<file path="config.mk">
export PLATFORM = sky130hd
export DESIGN_NAME = fifo_stream_reader
export DESIGN_NICKNAME = d
export VERILOG_FILES = /design/src/rtl/fifo_stream_reader.sv
export SDC_FILE = /design/constraint.sdc
export NUM_CORES = 1
export LEC_CHECK = 0
export BUFFER_PORTS_ARGS = -buffer_cell sky130_fd_sc_hd__buf_2
export CORE_MARGIN = 4
export CORE_UTILIZATION = 45
export DETAILED_ROUTE_END_ITERATION = 8
export GPL_TIMING_DRIVEN = 0
export PLACE_DENSITY = 0.8
export SYNTH_ARGS = -nofsm -noshare
export SYNTH_HDL_FRONTEND = slang
export SYNTH_SLANG_ARGS = --single-unit
</file>
<file path="constraint.sdc">
create_clock -name clk_i -period 1.95 [get_ports clk_i]
set_input_delay 0.0975 -clock clk_i [delete_from_list [all_inputs] [get_ports clk_i]]
set_output_delay 0.0975 -clock clk_i [all_outputs]
set_load 0.05 [all_outputs]
</file>
<file path="src/rtl/fifo_stream_reader.sv">
// Drains a synchronous FIFO with one-cycle read latency into a framed valid/ready stream.
// A 2-entry buffer absorbs the read latency so one beat can move every cycle.
module fifo_stream_reader #(
  parameter int DWIDTH  = 8,
  parameter int PKT_LEN = 4,
  parameter int CWIDTH  = 8
) (
  input  logic              clk_i,
  input  logic              srst_i,
  input  logic              fifo_empty_i,
  output logic              fifo_rd_o,
  input  logic [DWIDTH-1:0] fifo_rddata_i,
  output logic [DWIDTH-1:0] src_data_o,
  output logic              src_valid_o,
  input  logic              src_ready_i,
  output logic              src_sop_o,
  output logic              src_eop_o,
  output logic [CWIDTH-1:0] pkt_cnt_o
);
  localparam logic [CWIDTH-1:0] LAST_BEAT = CWIDTH'(PKT_LEN - 1);
  localparam logic              EOP_RST   = (PKT_LEN == 1);

  logic [1:0]        r_occ;
  logic              r_inflight;
  logic [DWIDTH-1:0] r_head;
  logic [DWIDTH-1:0] r_tail;
  logic              r_valid;
  logic              r_sop;
  logic              r_eop;
  logic [CWIDTH-1:0] r_beat_cnt;
  logic [CWIDTH-1:0] r_pkt_cnt;

  logic              w_pop;
  logic [2:0]        w_level;
  logic              w_rd;
  logic [CWIDTH-1:0] w_beat_next;

  // w_level is buffered plus in-flight words net of this cycle's pop, i.e. next occupancy
  always_comb begin
    w_pop   = r_valid && src_ready_i;
    w_level = {1'b0, r_occ} + {2'b00, r_inflight} - {2'b00, w_pop};
    w_rd    = !srst_i && !fifo_empty_i && (w_level < 3'd2);
    if (w_pop) begin
      if (r_eop) begin
        w_beat_next = '0;
      end else begin
        w_beat_next = r_beat_cnt + CWIDTH'(1);
      end
    end else begin
      w_beat_next = r_beat_cnt;
    end
  end

  // Buffer, occupancy and framing state
  always_ff @(posedge clk_i or posedge srst_i) begin
    if (srst_i) begin
      r_occ      <= 2'd0;
      r_inflight <= 1'b0;
      r_head     <= '0;
      r_tail     <= '0;
      r_valid    <= 1'b0;
      r_sop      <= 1'b1;
      r_eop      <= EOP_RST;
      r_beat_cnt <= '0;
      r_pkt_cnt  <= '0;
    end else begin
      r_occ      <= w_level[1:0];
      r_inflight <= w_rd;
      r_valid    <= (w_level != 3'd0);
      r_beat_cnt <= w_beat_next;
      r_sop      <= (w_beat_next == '0);
      r_eop      <= (w_beat_next == LAST_BEAT);
      if (w_pop && r_eop) begin
        r_pkt_cnt <= r_pkt_cnt + CWIDTH'(1);
      end else begin
        r_pkt_cnt <= r_pkt_cnt;
      end
      // Returning data lands behind whatever survives this cycle's pop
      case ({r_inflight, w_pop})
        2'b10: begin
          if (r_occ == 2'd0) begin
            r_head <= fifo_rddata_i;
          end else begin
            r_tail <= fifo_rddata_i;
          end
        end
        2'b01: r_head <= r_tail;
        2'b11: begin
          if (r_occ == 2'd1) begin
            r_head <= fifo_rddata_i;
          end else begin
            r_head <= r_tail;
            r_tail <= fifo_rddata_i;
          end
        end
        default: begin
          r_head <= r_head;
          r_tail <= r_tail;
        end
      endcase
    end
  end

  assign fifo_rd_o   = w_rd;
  assign src_data_o  = r_head;
  assign src_valid_o = r_valid;
  assign src_sop_o   = r_sop;
  assign src_eop_o   = r_eop;
  assign pkt_cnt_o   = r_pkt_cnt;

endmodule

</file>
---- After elaboration in Yosys (flattened, before gate mapping) ----
Cells that the tools add are included.
word-level totals
  word-level logic and storage cells ...... 43
  bits of input ports ..................... 12
  flip-flop bits (word level) ............. 38
cells by class
  $lt $le $gt $ge ......................... 1
  equality and inequality tests ........... 8
  reduce and logical (&&, ||, !) cells .... 13
  multiplexer cells ....................... 8
  add/sub/neg operators ................... 4
operators by type and width
  cell                 count
  $mux 8               6
  $pmux 8 s3           1
  $add 8x1->8 const B  2
  $pmux 8 s2           1
  $eq 8x2->1 const B   1
  $logic_not 8->1      1
  $ne 2x2->1 const B   3
  $reduce_bool 3->1    2
  $eq 2x1->1 const B   2
  $eq 2x2->1 const B   2
  $logic_and 1x1->1    4
  $add 2x1->3          1
  $lt 3x2->1 const B   1
  $reduce_and 3->1     1
  $sub 3x1->3          1
  $logic_not 1->1      2
  $logic_not 2->1      1
  $reduce_and 2->1     1
  $reduce_bool 2->1    1

---- Longest topological paths before layout ----
Gate-level depths: netlist of run 1.
  depth in word-level cells ............... 4
  mapped depth ............................ 8
  gate-level depth less buffers ........... 7

---- Worst setup path after synthesis of run 1 ----
Ideal clock, no wire load.
  path type ............................... flip-flop to flip-flop
  start ................................... reg r_valid, in the netlist src_valid_o
  end ..................................... reg r_inflight
  path buffers ............................ 1
  cell stages (with the launch flop) ...... 8
  arrival ................................. 3.449 ns
  path slack .............................. -1.788 ns
  cells stage by stage .................... dfrtp_1 > nand2_1 > clkbuf_1 > nand2_1 > nand2_1 > ha_1 > fa_1 > nor4_1
between the ends
  word-level cells in the longest chain between the ends .. 4
RTL lines
  what                    line  text
  from (decl)             27    logic r_valid;
  from (signal assigned)  69    r_valid <= (w_level != 3'd0);
  $logic_and 1x1->1       40    w_pop = r_valid && src_ready_i;
  $sub 3x1->3             41    w_level = {1'b0, r_occ} + {2'b00, r_inflight} - {2'b00, w_pop};
  via w_level[1]          34    logic [2:0] w_level;
  $lt 3x2->1              42    w_rd = !srst_i && !fifo_empty_i && (w_level < 3'd2);
  $logic_and 1x1->1       42
  via fifo_rd_o           11    output logic fifo_rd_o,
  to (signal assigned)    68    r_inflight <= w_rd;
  to (decl)               24    logic r_inflight;
The timed path passes the listed nets, and every way through them passes these cells.
A chain may end at the register's enable or synchronous reset.

---- Final worst setup path of run 1 ----
  start ................................... reg r_valid, in the netlist src_valid_o
  end ..................................... out fifo_rd_o
between the ends
  word-level cells in the longest chain between the ends .. 4
RTL lines
  what               line
  $logic_and 1x1->1  40
  $sub 3x1->3        41
  via w_level[1]     34
  $lt 3x2->1         42
  $logic_and 1x1->1  42
  to (decl)          11
The timed path passes the listed nets, and every way through them passes these cells.

==> impl_metrics.env, run 1 <==
export IMPL_avgRoutedWirePerCell_um=14.16
export IMPL_clk_pin_slew_ns=0.07
export IMPL_hold_class="in -> reg"
export IMPL_first_pass_iters=4
export IMPL_power_density_nw_per_um2=1453
export IMPL_clock_sinks=38
export IMPL_num_vias=1413
export IMPL_slew_headroom_pct=48.53
export IMPL_arrival_ns=2.12
export IMPL_grtUsageMet2_pct=27.70
export IMPL_clk_latency_ns=0.29
export IMPL_hold_violations=0
export IMPL_grt_max_degree=39
export IMPL_clockBufferDepth=2
export IMPL_seq_area_frac_synth_pct=51.01
export IMPL_coreArea_um2=4000
export IMPL_syn_avg_cell_area_um2=10.79
export IMPL_port_buffers=31
export IMPL_violations="negative setup slack"
export IMPL_use_met3_pct=4.709
export IMPL_io_pins=32
export IMPL_rows=23
export IMPL_fin_hold_ws_ns=0.05446
export IMPL_track_usage_pct=16.42
export IMPL_clock_skew_ns=0.006689
export IMPL_wirelength_um=3822
export IMPL_cts_root_buf="clkbuf_8"
export IMPL_cts_tree="yes"
export IMPL_crit_required_ns=1.85
export IMPL_drive_above_1_share_pct=34.55
export IMPL_multiInputGateArea_um2=925.9
export IMPL_rsz0062_at_grt="true"
export IMPL_fin_setup_tns_ns=-0.5228
export IMPL_die_area_um2=5243
export IMPL_synthesis_area_um2=1867
export IMPL_synth_cell_type_count=40
export IMPL_die_h_um=72.41
export IMPL_drtAntennaViolNets=0
export IMPL_syn_instance_count=173
export IMPL_synthesis_nets=189
export IMPL_start_util_pct=46.67
export IMPL_vias_per_cell=5.233
export IMPL_worstSetupPathType="reg -> out"
export IMPL_fillerInstances=334
export IMPL_synth_edf_count=0
export IMPL_grt_pass1_vias=1480
export IMPL_worst_pin_slew_ns=0.7709
export IMPL_ys_ff_latch=38
export IMPL_crit_path_max_fanout=3
export IMPL_p_leak_nw=1.124
export IMPL_synth_ff_type="dfrtp_1"
export IMPL_status="finished with violations"
export IMPL_layout_setup_ws_ns=-0.2655
export IMPL_slew_viol_final=0
export IMPL_place_gp_congestion=0.8421
export IMPL_use_met1_pct=19.41
export IMPL_grt_busiest_layer="met2"
export IMPL_grt_ovfl_total=0
export IMPL_dp_hpwl_um=2609
export IMPL_area_growth_pct=25.67
export IMPL_max_freq_mhz=451.4
export IMPL_dieWidth_um=72.41
export IMPL_fin_crit_ns=2.216
export IMPL_peakVddDrop_uv=952.1
export IMPL_drc=0
export IMPL_cap_violations=0
export IMPL_grt_first_pass_wirelength_um=6582
export IMPL_cp_start_kind="flop"
export IMPL_htree_num_levels=2
export IMPL_diodes=0
export IMPL_drt_initial_drc_count=81
export IMPL_period_share_pct=113.6
export IMPL_nNetsFinal=236
export IMPL_setup_viol_count_final=2
export IMPL_yosys_warnings=0
export IMPL_crit_path_end_kind="output port"
export IMPL_async_reset_ff_share_pct=100.0
export IMPL_cts_buffers=5
export IMPL_antenna_found_initial=0
export IMPL_seq_area_um2=953.4
state kept, by name, indices dropped and copies added, names as in the netlist:
register	flops
r_inflight	1
r_occ	2
src_data_o	8
src_valid_o	1
r_beat_cnt	8
pkt_cnt_o	8
r_tail	8
src_eop_o	1
src_sop_o	1
cells in the final DEF, fill, tap and decap left out, types with 2 or more instances in the layout:
master | netlist | final
dfrtp_1 | 37 | 36
buf_2 | 2 | 31
nand2_1 | 24 | 22
o21ai_0 | 15 | 15
mux2i_1 | 11 | 11
buf_4 | 3 | 10
mux2_2 | 8 | 8
xnor2_1 | 8 | 7
nor2_1 | 7 | 7
clkbuf_8 | 0 | 6
xor2_1 | 5 | 5
nand3_1 | 4 | 4
inv_1 | 4 | 3
nand4_1 | 3 | 3
a21oi_1 | 3 | 3
nor3_1 | 3 | 3
buf_6 | 0 | 3
and3_1 | 2 | 2
clkbuf_1 | 2 | 2
a21o_1 | 2 | 2
or3_1 | 2 | 2
o31a_1 | 2 | 2
a211oi_1 | 2 | 2
nor4_1 | 3 | 2
ha_1 | 3 | 2
logic make-up after synthesis:
group,count (synthesis),synth area share [%]
flops,38,51.01
compound gates,30,10.86
simple gates,57,15.01
mux,19,10.72
fa+ha+maj,4,3.083
xor+xnor,13,6.099
buf+inv,12,3.217
synth_stat cells, types with 2 or more instances:
cell,count,area (um^2)
nand3_1,4,20.02
o21ai_0,15,75.07
xnor2_1,8,70.07
a21oi_1,3,15.01
dfrtp_1,37,925.9
nand4_1,3,18.77
buf_4,3,22.52
a21o_1,2,15.01
buf_2,2,10.01
nand2_1,24,90.09
mux2_2,8,90.09
nor4_1,3,18.77
o31a_1,2,17.52
nor2_1,7,26.28
xor2_1,5,43.79
ha_1,3,37.54
nor3_1,3,15.01
or3_1,2,12.51
and2_1,2,12.51
inv_1,4,15.01
clkbuf_1,2,7.510
mux2i_1,11,110.1
and3_1,2,12.51
a211oi_1,2,15.01
through the flow:
step	cell area [um^2]	util [%]	power (mW)	setup slack (ns)	cells
finish	2346	58.65	3.409	-0.2655	270
global route	2346	58.65	3.643	-0.3604	270
global placement	2138	53.46	2.573	-0.3177	254
detailed placement	2138	53.46	2.636	-0.3437	254
CTS	2341	58.52	3.412	-0.2624	270
floorplan	1921	-	2.339	-0.5732	173
path summary, 6_finish.rpt:
kind                             startpoint       endpoint  slack (ns)  depth (start not counted)
max                             src_valid_o      fifo_rd_o       -0.27                          8
min                        fifo_rddata_i[1]      r_tail[1]        0.05                          2
max reg2reg                     src_valid_o    src_valid_o       -0.26                         10
min reg2reg                    pkt_cnt_o[7]   pkt_cnt_o[7]        0.47                          1
max in group asynchronous            srst_i    src_valid_o        0.88                          3
min in group asynchronous            srst_i  src_data_o[1]        0.53                          3
area by class of cell:
type                    count  area share [%]
plain buffers               6           1.547
clock buffers               7           3.680
inverters                   4          0.6400
multi-input cells         123           39.47
flip-flops and latches     38           40.64
well taps                  50           2.667
repair buffers             42           11.36
worst max-delay path, stage by stage, from the launching register on:
cell and delay (ns):
dfrtp_2 0.44, buf_12 0.14, nand2_8 0.04, nand2_1 0.08
nand2_4 0.08, ha_4 0.12, fa_2 0.46, nor4_4 0.27
buf_6 0.20
what timing repair did:
item,4_1_cts,5_1_grt
setup endpoints to repair,3,3
resized for setup,7,2
pin swaps,5,2
endpoints found under the hold margin,19,0
hold buffers,1,0
buffers inserted,10,1
metal layers:
layer / up-vias / routed length (um)
met3: 9 / 134
met2: 23 / 1968
met5: - / 0
li1: 697 / -
met4: 0 / 82
met1: 684 / 1637
where the power goes:
group / total, mW / switching [mW] / internal (mW)
clock network: 0.534 / 0.254 / 0.280
logic: 1.61 / 0.893 / 0.713
registers: 1.27 / 0.226 / 1.04
total: 3.41 / 1.37 / 2.04
Power figures use the tool's default switching activity.
==> inputs of run 2 (changes only) <==
--- a/config.mk
+++ b/config.mk
@@ -10,7 +10,7 @@
 export CORE_UTILIZATION = 45
 export DETAILED_ROUTE_END_ITERATION = 8
 export GPL_TIMING_DRIVEN = 0
-export PLACE_DENSITY = 0.8
+export PLACE_DENSITY = 0.77
 export SYNTH_ARGS = -nofsm -noshare
 export SYNTH_HDL_FRONTEND = slang
 export SYNTH_SLANG_ARGS = --single-unit
==> constraint.sdc (replaced) <==
create_clock -name clk_i -period 2.41 [get_ports clk_i]
set_input_delay 0.1205 -clock clk_i [delete_from_list [all_inputs] [get_ports clk_i]]
set_output_delay 0.1205 -clock clk_i [all_outputs]
set_load 0.05 [all_outputs]
==> run 2 against run 1 <==
- the flow finishes with violations (negative hold slack)
- first-iteration DRC count rose by 11%
- sequential power down 20%
- clock power decreased by 2%
- via count is essentially flat
- combinational power down 28%
- register-to-register slack improved by 0.77 ns
==> impl_metrics.env, run 2 (same netlist as run 1, synthesis figures left out) <==
export IMPL_hold_buffers=0
export IMPL_grt_first_pass_wirelength_um=6182
export IMPL_final_cell_mix="dfrtp_1, buf_2, nand2_1, o21ai_0, mux2i_1"
export IMPL_slew_viol_final=0
export IMPL_cap_violations=0
export IMPL_wl_met1_um=1609
export IMPL_crit_buf_inv=1
export IMPL_num_vias=1412
export IMPL_crit_family="simple AND/OR/NAND/NOR gates"
export IMPL_track_usage_pct=15.41
export IMPL_hold_class="in -> async"
export IMPL_crit_path_top_delay_cell="fa_2"
export IMPL_drtAntennaViolNets=0
export IMPL_grt_ovfl_total=0
export IMPL_violations="negative hold slack"
export IMPL_place_gp_congestion=0.8816
export IMPL_drt_initial_drc_count=90
export IMPL_drc=0
export IMPL_io_pins=32
export IMPL_slowest_delay_ns=0.48
export IMPL_cp_start_kind="flop"
export IMPL_rsz0062_at_grt="true"
export IMPL_nNetsFinal=233
export IMPL_die_area_um2=5243
export IMPL_worst_pin_slew_ns=0.7704
export IMPL_port_buffers=31
export IMPL_wirelength_um=3727
export IMPL_arrival_ns=2.20
export IMPL_start_util_pct=46.67
export IMPL_wl_met2_um=1877
export IMPL_worstSetupPathType="reg -> out"
export IMPL_crit_path_max_fanout=5
export IMPL_slew_headroom_pct=48.56
export IMPL_p_leak_nw=1.117
export IMPL_grt_max_degree=39
export IMPL_final_core_util_pct=58.27
export IMPL_htree_num_levels=2
export IMPL_hold_violations=4
export IMPL_stdcell_count=268
export IMPL_dieWidth_um=72.41
export IMPL_status="finished with violations"
export IMPL_layout_commonest_cell="dfrtp_1"
export IMPL_cts_root_buf="clkbuf_8"
export IMPL_fin_hold_ws_ns=-0.002040
export IMPL_dr_max_layer_used="met4"
export IMPL_period_share_pct=96.13
export IMPL_crit_required_ns=2.29
export IMPL_dp_hpwl_um=2696
export IMPL_antenna_found_initial=0
export IMPL_clockBufferDepth=2
export IMPL_clk_pin_slew_ns=0.07
export IMPL_dr_wl_met3_um=210
export IMPL_power_density_nw_per_um2=1157
export IMPL_coreArea_um2=4000
export IMPL_diodes=0
export IMPL_cts_tree="yes"
export IMPL_peakVddDrop_uv=633.6
export IMPL_dp_cells=254
export IMPL_die_h_um=72.41
export IMPL_cp_cell_sequence="and2_4, nand2b_4, nand2_4, ha_4, fa_2, nor4_4, buf_6"
export IMPL_rows=23
export IMPL_clock_skew_ns=0.004846
export IMPL_first_pass_iters=4
export IMPL_area_growth_pct=24.87
export IMPL_grt_pass1_vias=1350
export IMPL_fin_crit_ns=2.317
export IMPL_crit_path_end_kind="output port"
export IMPL_drive_above_1_share_pct=34.86
export IMPL_setup_viol_count_final=0
export IMPL_vias_per_cell=5.269
export IMPL_clk_latency_ns=0.29
export IMPL_avgRoutedWirePerCell_um=13.91
export IMPL_max_freq_mhz=431.6
export IMPL_clock_sinks=38
export IMPL_cts_buffers=5
## run 2: final timing paths
kind,from,end,slack (ns),cells after the start
min reg2reg,pkt_cnt_o[7],pkt_cnt_o[7],0.47,1
max,src_valid_o,fifo_rd_o,0.09,7
max reg2reg,src_valid_o,src_valid_o,0.51,6
max in group asynchronous,srst_i,src_valid_o,1.89,2
min,srst_i,r_beat_cnt[1],-0.002,2
min in group clk_i,fifo_empty_i,r_inflight,0.01,2
## run 2: per-layer routing
layer,GRT usage [%],vias to the layer above
met1,18.98,681
met3,4.848,2
met4,6.967,0
li1,-,693
met5,0,-
met2,24.77,36
## run 2: what timing repair did
action | CTS | global route
endpoints found under the setup margin | 1 | 1
resized for setup | 3 | 5
setup buffers | 0 | 8
pin swaps | 2 | 4
## run 2: layout make-up
class / instances / area, um^2
plain buffers: 6 / 36.28
clock buffers: 5 / 68.82
clock inverters: 3 / 40.04
fillers: 363 / 1669
inverters: 4 / 15.01
multi-input cells: 123 / 920.9
flip-flops and latches: 38 / 953.4
well taps: 50 / 62.56
repair buffers: 39 / 234.0
## run 2: stage by stage
stage	total power [mW]	setup slack (ns)	hold slack, ns	cell area [um^2]	TNS [ns]
after floorplan	1.866	-0.1155	0.2582	1911	-0.1595
after global routing	2.890	-0.02042	0.004051	2331	-0.02042
final	2.696	0.09320	-0.002040	2331	0
after detailed placement	2.114	0.07632	0.3121	2128	0
after global placement	2.061	0.09539	0.3111	2128	0
after CTS	2.647	0.01217	0.007715	2241	0
## run 2: power breakdown
group          internal (mW)  switching, mW
Clock                  0.304          0.217
Combinational          0.467          0.689
Sequential             0.843          0.176
